==> config.mk <==
export PLATFORM = sky130hd
export DESIGN_NAME = cd_csr_host_flat
export DESIGN_NICKNAME = d
export VERILOG_FILES = /design/src/rtl/cd_csr_host_if.sv /design/src/rtl/cd_csr_host.sv /design/src/flat_wrapper.sv
export SDC_FILE = /design/constraint.sdc
export NUM_CORES = 1
export LEC_CHECK = 0
export CAP_MARGIN = 20
export CORE_ASPECT_RATIO = 0.75
export CORE_UTILIZATION = 52
export DETAILED_ROUTE_END_ITERATION = 16
export PLACE_DENSITY = 0.9
export SYNTH_ARGS = -nofsm -noshare
export SYNTH_HDL_FRONTEND = slang
export SYNTH_SLANG_ARGS = --single-unit
==> constraint.sdc <==
create_clock -name clk -period 2.45 [get_ports clk]
set_input_delay 0.49 -clock clk [delete_from_list [all_inputs] [get_ports clk]]
set_output_delay 0.49 -clock clk [all_outputs]
set_load 0.01 [all_outputs]
==> src/rtl/cd_csr_host_if.sv <==
// cd_csr_host_if: CSR bus, TX/RX byte streams and status between cd_csr_host and its environment.
// master is the host side (drives the CSR bus and RX stream), slave is the controller/consumer side.
interface cd_csr_host_if;
    logic       irq;
    logic [4:0] csr_address;
    logic       csr_read;
    logic [7:0] csr_readdata;
    logic       csr_write;
    logic [7:0] csr_writedata;
    logic [7:0] tx_data;
    logic       tx_valid;
    logic       tx_last;
    logic       tx_ready;
    logic [7:0] rx_data;
    logic       rx_valid;
    logic       rx_last;
    logic       rx_ready;
    logic       tx_err;
    logic       busy;

    modport master (
        input  irq, csr_readdata, tx_data, tx_valid, tx_last, rx_ready,
        output csr_address, csr_read, csr_write, csr_writedata,
               tx_ready, rx_data, rx_valid, rx_last, tx_err, busy
    );

    modport slave (
        output irq, csr_readdata, tx_data, tx_valid, tx_last, rx_ready,
        input  csr_address, csr_read, csr_write, csr_writedata,
               tx_ready, rx_data, rx_valid, rx_last, tx_err, busy
    );
endinterface

==> src/rtl/cd_csr_host.sv <==
// cd_csr_host: moves frames between TX/RX byte streams and a cdbus controller's CSRs.
// Define CD_HOST_LEN_CHECK_EN to abort TX frames whose byte count disagrees with byte 2 (+3).
module cd_csr_host #(
    parameter logic [4:0] ADDR_INT_FLAG = 5'h10,
    parameter logic [4:0] ADDR_RX_DATA  = 5'h14,
    parameter logic [4:0] ADDR_TX_DATA  = 5'h15,
    parameter logic [4:0] ADDR_RX_CTRL  = 5'h16,
    parameter logic [4:0] ADDR_TX_CTRL  = 5'h17
) (
    input  logic          clk,
    input  logic          reset,
    cd_csr_host_if.master bus
);
    localparam logic [7:0] CTRL_DONE   = 8'h02;
    localparam logic [7:0] CTRL_ABORT  = 8'h04;
    localparam logic [8:0] TX_MAX_LAST = 9'd255;

    typedef enum logic [3:0] {
        IDLE, POLL, POLL_WAIT, TX_WR, TX_SW, TX_DROP, RX_RD, RX_WAIT, RX_OUT, RX_DONE
    } state_t;

    state_t     r_state;
    state_t     w_nxt;

    logic [8:0] r_tx_cnt;
    logic       r_tx_abort;
    logic       r_tx_drop;
    logic [8:0] r_rx_idx;
    logic [7:0] r_rx_len;
    logic [7:0] r_rx_data;
    logic       r_rx_last;

    logic [4:0] w_csr_address;
    logic       w_csr_read;
    logic       w_csr_write;
    logic [7:0] w_csr_writedata;
    logic       w_tx_ready;
    logic       w_tx_err;
    logic       w_tx_hs;
    logic       w_tx_ovf;
    logic       w_len_bad;
    logic       w_rx_last;

    assign w_tx_hs = (r_state == TX_WR) && bus.tx_valid;

    // The length byte itself can be the final byte, so index 2 is resolved from the live read data.
    assign w_rx_last = (r_rx_idx == 9'd2) ? (bus.csr_readdata == 8'h00)
                     : ((r_rx_idx > 9'd2) && (r_rx_idx == ({1'b0, r_rx_len} + 9'd2)));

`ifdef CD_HOST_LEN_CHECK_EN
    logic [7:0] r_tx_len;
    logic [7:0] w_len_byte;

    always_comb begin
        w_len_byte = (r_tx_cnt == 9'd2) ? bus.tx_data : r_tx_len;
        w_len_bad  = w_tx_hs && bus.tx_last
                     && (({1'b0, r_tx_cnt} + 10'd1) != ({2'b00, w_len_byte} + 10'd3));
    end

    always_ff @(posedge clk or posedge reset) begin
        if (reset) begin
            r_tx_len <= '0;
        end else if (r_state == POLL_WAIT) begin
            r_tx_len <= '0;
        end else if (w_tx_hs && (r_tx_cnt == 9'd2)) begin
            r_tx_len <= bus.tx_data;
        end
    end
`else
    assign w_len_bad = 1'b0;
`endif

    always_ff @(posedge clk or posedge reset) begin
        if (reset) begin
            r_state <= IDLE;
        end else begin
            r_state <= w_nxt;
        end
    end

    always_comb begin
        w_nxt           = r_state;
        w_csr_address   = '0;
        w_csr_read      = 1'b0;
        w_csr_write     = 1'b0;
        w_csr_writedata = '0;
        w_tx_ready      = 1'b0;
        w_tx_err        = 1'b0;
        w_tx_ovf        = 1'b0;
        case (r_state)
            IDLE: begin
                if (bus.irq || bus.tx_valid) begin
                    w_nxt = POLL;
                end
            end
            POLL: begin
                w_csr_read    = 1'b1;
                w_csr_address = ADDR_INT_FLAG;
                w_nxt         = POLL_WAIT;
            end
            POLL_WAIT: begin
                if (bus.csr_readdata[1]) begin
                    w_nxt = RX_RD;
                end else if (bus.tx_valid && bus.csr_readdata[5]) begin
                    w_nxt = TX_WR;
                end else begin
                    w_nxt = IDLE;
                end
            end
            TX_WR: begin
                w_tx_ready = 1'b1;
                if (bus.tx_valid) begin
                    w_csr_write     = 1'b1;
                    w_csr_address   = ADDR_TX_DATA;
                    w_csr_writedata = bus.tx_data;
                    if (bus.tx_last) begin
                        w_nxt = TX_SW;
                    end else if (r_tx_cnt == TX_MAX_LAST) begin
                        w_tx_ovf = 1'b1;
                        w_nxt    = TX_SW;
                    end
                end
            end
            TX_SW: begin
                w_csr_write     = 1'b1;
                w_csr_address   = ADDR_TX_CTRL;
                w_csr_writedata = r_tx_abort ? CTRL_ABORT : CTRL_DONE;
                w_tx_err        = r_tx_abort;
                w_nxt           = r_tx_drop ? TX_DROP : IDLE;
            end
            TX_DROP: begin
                w_tx_ready = 1'b1;
                if (bus.tx_valid && bus.tx_last) begin
                    w_nxt = IDLE;
                end
            end
            RX_RD: begin
                w_csr_read    = 1'b1;
                w_csr_address = ADDR_RX_DATA;
                w_nxt         = RX_WAIT;
            end
            RX_WAIT: begin
                w_nxt = RX_OUT;
            end
            RX_OUT: begin
                if (bus.rx_ready) begin
                    w_nxt = r_rx_last ? RX_DONE : RX_RD;
                end
            end
            RX_DONE: begin
                w_csr_write     = 1'b1;
                w_csr_address   = ADDR_RX_CTRL;
                w_csr_writedata = CTRL_DONE;
                w_nxt           = IDLE;
            end
            default: begin
                w_nxt = IDLE;
            end
        endcase
    end

    always_ff @(posedge clk or posedge reset) begin
        if (reset) begin
            r_tx_cnt   <= '0;
            r_tx_abort <= 1'b0;
            r_tx_drop  <= 1'b0;
            r_rx_idx   <= '0;
            r_rx_len   <= '0;
            r_rx_data  <= '0;
            r_rx_last  <= 1'b0;
        end else begin
            case (r_state)
                POLL_WAIT: begin
                    r_tx_cnt   <= '0;
                    r_tx_abort <= 1'b0;
                    r_tx_drop  <= 1'b0;
                    r_rx_idx   <= '0;
                    r_rx_len   <= '0;
                end
                TX_WR: begin
                    if (w_tx_hs) begin
                        r_tx_cnt <= r_tx_cnt + 9'd1;
                        if (w_tx_ovf) begin
                            r_tx_abort <= 1'b1;
                            r_tx_drop  <= 1'b1;
                        end
                        if (w_len_bad) begin
                            r_tx_abort <= 1'b1;
                        end
                    end
                end
                RX_WAIT: begin
                    r_rx_data <= bus.csr_readdata;
                    r_rx_last <= w_rx_last;
                    if (r_rx_idx == 9'd2) begin
                        r_rx_len <= bus.csr_readdata;
                    end
                end
                RX_OUT: begin
                    if (bus.rx_ready) begin
                        r_rx_idx <= r_rx_idx + 9'd1;
                    end
                end
                default: begin
                end
            endcase
        end
    end

    assign bus.csr_address   = w_csr_address;
    assign bus.csr_read      = w_csr_read;
    assign bus.csr_write     = w_csr_write;
    assign bus.csr_writedata = w_csr_writedata;
    assign bus.tx_ready      = w_tx_ready;
    assign bus.tx_err        = w_tx_err;
    assign bus.rx_data       = r_rx_data;
    assign bus.rx_valid      = (r_state == RX_OUT);
    assign bus.rx_last       = (r_state == RX_OUT) && r_rx_last;
    assign bus.busy          = (r_state != IDLE);
endmodule

==> src/flat_wrapper.sv <==
// flat-port wrapper written by rule: the top's interface ports become plain ports
module cd_csr_host_flat 
#(
    parameter logic [4:0] ADDR_INT_FLAG = 5'h10,
    parameter logic [4:0] ADDR_RX_DATA  = 5'h14,
    parameter logic [4:0] ADDR_TX_DATA  = 5'h15,
    parameter logic [4:0] ADDR_RX_CTRL  = 5'h16,
    parameter logic [4:0] ADDR_TX_CTRL  = 5'h17
)
  (clk, reset, bus_irq, bus_csr_readdata, bus_tx_data, bus_tx_valid, bus_tx_last, bus_rx_ready, bus_csr_address, bus_csr_read, bus_csr_write, bus_csr_writedata, bus_tx_ready, bus_rx_data, bus_rx_valid, bus_rx_last, bus_tx_err, bus_busy);
  cd_csr_host_if bus_i ();
  input  logic clk;
  input  logic reset;
  input wire logic [$bits(bus_i.irq)-1:0] bus_irq;
  input wire logic [$bits(bus_i.csr_readdata)-1:0] bus_csr_readdata;
  input wire logic [$bits(bus_i.tx_data)-1:0] bus_tx_data;
  input wire logic [$bits(bus_i.tx_valid)-1:0] bus_tx_valid;
  input wire logic [$bits(bus_i.tx_last)-1:0] bus_tx_last;
  input wire logic [$bits(bus_i.rx_ready)-1:0] bus_rx_ready;
  output wire logic [$bits(bus_i.csr_address)-1:0] bus_csr_address;
  output wire logic [$bits(bus_i.csr_read)-1:0] bus_csr_read;
  output wire logic [$bits(bus_i.csr_write)-1:0] bus_csr_write;
  output wire logic [$bits(bus_i.csr_writedata)-1:0] bus_csr_writedata;
  output wire logic [$bits(bus_i.tx_ready)-1:0] bus_tx_ready;
  output wire logic [$bits(bus_i.rx_data)-1:0] bus_rx_data;
  output wire logic [$bits(bus_i.rx_valid)-1:0] bus_rx_valid;
  output wire logic [$bits(bus_i.rx_last)-1:0] bus_rx_last;
  output wire logic [$bits(bus_i.tx_err)-1:0] bus_tx_err;
  output wire logic [$bits(bus_i.busy)-1:0] bus_busy;
  assign bus_i.irq = bus_irq;
  assign bus_i.csr_readdata = bus_csr_readdata;
  assign bus_i.tx_data = bus_tx_data;
  assign bus_i.tx_valid = bus_tx_valid;
  assign bus_i.tx_last = bus_tx_last;
  assign bus_i.rx_ready = bus_rx_ready;
  assign bus_csr_address = bus_i.csr_address;
  assign bus_csr_read = bus_i.csr_read;
  assign bus_csr_write = bus_i.csr_write;
  assign bus_csr_writedata = bus_i.csr_writedata;
  assign bus_tx_ready = bus_i.tx_ready;
  assign bus_rx_data = bus_i.rx_data;
  assign bus_rx_valid = bus_i.rx_valid;
  assign bus_rx_last = bus_i.rx_last;
  assign bus_tx_err = bus_i.tx_err;
  assign bus_busy = bus_i.busy;
  cd_csr_host #(.ADDR_INT_FLAG(ADDR_INT_FLAG), .ADDR_RX_DATA(ADDR_RX_DATA), .ADDR_TX_DATA(ADDR_TX_DATA), .ADDR_RX_CTRL(ADDR_RX_CTRL), .ADDR_TX_CTRL(ADDR_TX_CTRL)) u_core (.clk(clk), .reset(reset), .bus(bus_i));
endmodule
==> metrics.md <==
| Metric | Value |
|---|---|
| Vias | ~2400 |
| CTS Buffer Depth | 2 |
| Global-route wire length before repair | between 10000 and 15000 um |
| # DRC | 0 |
| CP arrival | 1940 ps |
| Commonest non-fill, non-tap cell in the layout | nand2_1 |
| Routed len/inst | 16.6 um |
| Drt total wl | 6870 um |
| Most used cell, CP | buf_4 |
| Die area | 5120 sq um |
| Status | finished, final reports clean |
| GRT Util Overall | 0.293 |
| R2r endpoint | u_core.r_state[0]$_DFFE_PP0P_ |
| Tcrit/Tclk final | 0.993 |
| Hold endpoint | u_core.bus.rx_data[3]$_DFFE_PP0P_ |
| Top Usage Layer GRT | met2 |
| WHS Path Cells | 2 |
| Syn Nets | around 330 |
| Synthesized flop and latch total | 40 |
| DPL Wire Length | between 4000 and 5000 um |
| Syn. warnings | 0 |
| Hold_buf cts | 0 |
| Grt met1 use | 0.419 |
| GRT overflow | 0 |
| Power, Total | 3.04 mW |
| Core area | 4550 sq um |
| Buf/Inv on CP | 3 |
| LEAKAGE | 1.65 nW |
| Cell Area, Synth | 2510 sq um |
| Skew final | approximately 9.4 ps |
| TritonCTS clock tree | built |
| WHS | 486 ps |
| RD Place Congestion | 0.978 |
| CTS buffer count | 5 |
| Main flop type after synthesis | dfrtp_1 |
| Met2 Resource Use GR | 0.425 |
| CP Cell Sequence | buf_4 -> buf_4 -> nand4bb_4 -> nand2_1 -> clkdlybuf4s50_1 |
| WP data required | between 1500 and 2000 ps |
| Final Hold Fails | 0 |
| Area of the multi-input gates | ~1400 sq um |
| Reg area | 1000 sq um |
| GR Layer Usage met3 | 0.0618 |
| Setup TNS | 0 ps |
| Relative slew slack | 0.666 |
| Layout net count | around 380 |
| Clock root buffer master | clkbuf_8 |
| Crit end category | output pin |
| Initial antenna violation count | 0 |
| Clk slew on worst S/H paths | about 90 ps |
| Port bufs | 48 |
| VDD IR max | 0.735 mV |
| EDFF count, synth | 0 |
| Post-route ant nets | 0 |
| R2r startpoint | u_core.r_tx_cnt[0]$_DFFE_PP0P_ |
| FF-to-FF setup slack | 170 ps |
| CTS Sinks | 40 |
| Die width | around 80 um |
| Initial DRC Count | roughly 220 |
| Site row count | 21 |
| Routed vias/inst | a little under 6 |
| Worst Tran Pin Value | approximately 500 ps |
| R2r worst-path depth | 8 |
| Vias in the first global route | roughly 2300 |
| Syn avg cell area | ~8.4 sq um |
| ANT cells | 0 |
| Max Cap Viol | 0 |
| Register area share after synthesis | 0.398 |
| Boundary Pins | 50 |
| Type of origin of the critical path | flop |
| Htree depth | 2 |
| Power density cells | approximately 930 nW/um^2 |
| CP Class | reg -> out |
| Min cycle time layout | roughly 2400 ps |
| Most frequent cells in the layout | nand2_1 (49), clkdlybuf4s50_1 (37), dfrtp_1 (37) |
| Worst-skew pair later-pin latency | ~310 ps |
| Hold_sp | u_core.bus.rx_data[3]$_DFFE_PP0P_ |
| Die Ht | roughly 62 um |
| CP max stage delay | roughly 540 ps |
| Fill cells | 316 |
| Setup violators final | 0 |
| Largest net degree at the start of global routing | 41 |
| FFs w/ async S/R, synth | 1.00 |
| Type of the most critical hold path | reg -> reg |
| 1st-pass router iterations | 5 |
| Fraction of layout instances using a drive strength above 1 | 0.129 |
| Starting Density | 0.553 |
| Peak Freq | roughly 410 MHz |
| CP delay by family, top | buffers and inverters |
| Library cells used by synthesis | 51 |
| Area grow syn2layout | 30.7% |
| Slowest CP cell | clkdlybuf4s50_1 |
| Max Slew Vio Count | 0 |
| Syn Inst Count | around 300 |
| Highest net fanout along the worst path | 11 |
[worst max path at each step]
| stage | startpoint | endpoint | slack [ps] | cells past startpoint |
|---|---|---|---|---|
| finish | u_core.r_state[3]$_DFFE_PP0P_ | bus_tx_ready | 20 | 5 |
| global route | u_core.r_state[3]$_DFFE_PP0P_ | bus_csr_writedata[7] | -10 | 5 |
| CTS | u_core.r_state[1]$_DFFE_PP0P_ | bus_csr_address[2] | 7 | 5 |
| detailed placement | bus_tx_valid | bus_csr_address[4] | -120 | 4 |
| global placement | bus_tx_valid | bus_csr_address[4] | -80 | 4 |
| floorplan | u_core.r_tx_cnt[0]$_DFFE_PP0P_ | u_core.r_state[0]$_DFFE_PP0P_ | 420 | 8 |
[area by class of cell]
cell class / count / share of cell area
Clock buffer: 5 / 0.0210
Multi-Input combinational cell: 233 / 0.435
Clock inverter: 3 / 0.0141
Sequential cell: 40 / 0.306
Tap cell: 57 / 0.0217
Timing Repair Buffer: 67 / 0.194
Inverter: 8 / 0.00914
[per-stage QoR]
step	cell area [sq um]	worst slack [ps]	utilization	std cells
2_1_floorplan	2510	422	-	298
3_3_place_gp	3080	-75.8	0.678	400
3_5_place_dp	3080	-120	0.678	400
4_1_cts	3240	6.59	0.712	412
5_1_grt	3280	-14.4	0.723	413
6_report	3280	17.0	0.723	413
[worst reg2reg max path: cells and delay by family, from the launching register on]
kind                       cells  cell delay, ps
adders and majority gates      2             470
AOI/OAI and AO/OA              2             480
DFF                            1             410
muxes                          1             320
and+or+nand+nor                3             490
[cell usage after synthesis, types with 2 or more instances]
cell type / number / area (sq um)
buf_2: 6 / 30.0
xnor2_1: 7 / 61.3
a21oi_1: 13 / 65.1
nor2b_1: 6 / 37.5
ha_1: 5 / 62.6
and2_1: 2 / 12.5
xor2_1: 15 / 131
nand4_1: 7 / 43.8
and3_1: 14 / 87.6
clkbuf_1: 7 / 26.3
nor4_1: 4 / 25.0
dfrtp_1: 40 / 1000
o21ai_0: 16 / 80.1
or3_1: 3 / 18.8
o31ai_1: 2 / 15.0
o211ai_1: 2 / 15.0
nand2_1: 49 / 184
nand2b_1: 6 / 37.5
nand3_1: 15 / 75.1
o21ai_1: 2 / 10.0
a22oi_1: 2 / 15.0
a21o_1: 4 / 30.0
inv_1: 8 / 30.0
and3b_1: 2 / 17.5
nor3_1: 5 / 25.0
buf_4: 3 / 22.5
a31oi_1: 2 / 12.5
nor2_1: 26 / 97.6
nor3_2: 2 / 20.0
or2_2: 2 / 12.5
[logic make-up after synthesis]
logic type	Yosys count	synth area share
AOI/OAI and AO/OA	49	0.119
xor gates and xnor gates	22	0.0767
adders and majority gates	5	0.0249
buffers and inverters	25	0.0478
DFF	40	0.398
muxes	2	0.0105
other	1	0.00149
and+or+nand+nor	154	0.321
[sequential cells by signal, summed over array words and instances, names as in the netlist]
register            flops
u_core.bus.rx_data      8
u_core.r_rx_idx         9
u_core.r_rx_last        1
u_core.r_rx_len         8
u_core.r_state          4
u_core.r_tx_abort       1
u_core.r_tx_cnt         9
[power breakdown]
part	internal, mW	switching, mW	leakage [nW]
logic	0.727	0.776	1.07
registers	0.810	0.164	0.522
clock network	0.307	0.258	0.0548
total	1.84	1.20	1.65
[what timing repair did]
action,CTS,global route
setup endpoints to repair,12,11
hold endpoints to repair,0,0
resized for setup,10,11
pin swaps,0,1
setup buffers,4,1
gates cloned,0,0
[layer usage]
metal  vias to the layer above  routed length (um)
met5                         -                   0
met4                         0                 158
met3                        16                 495
met2                       109                3180
met1                      1131                3040
li1                       1141                   -
No activity file was read; power rests on OpenSTA's default activity.
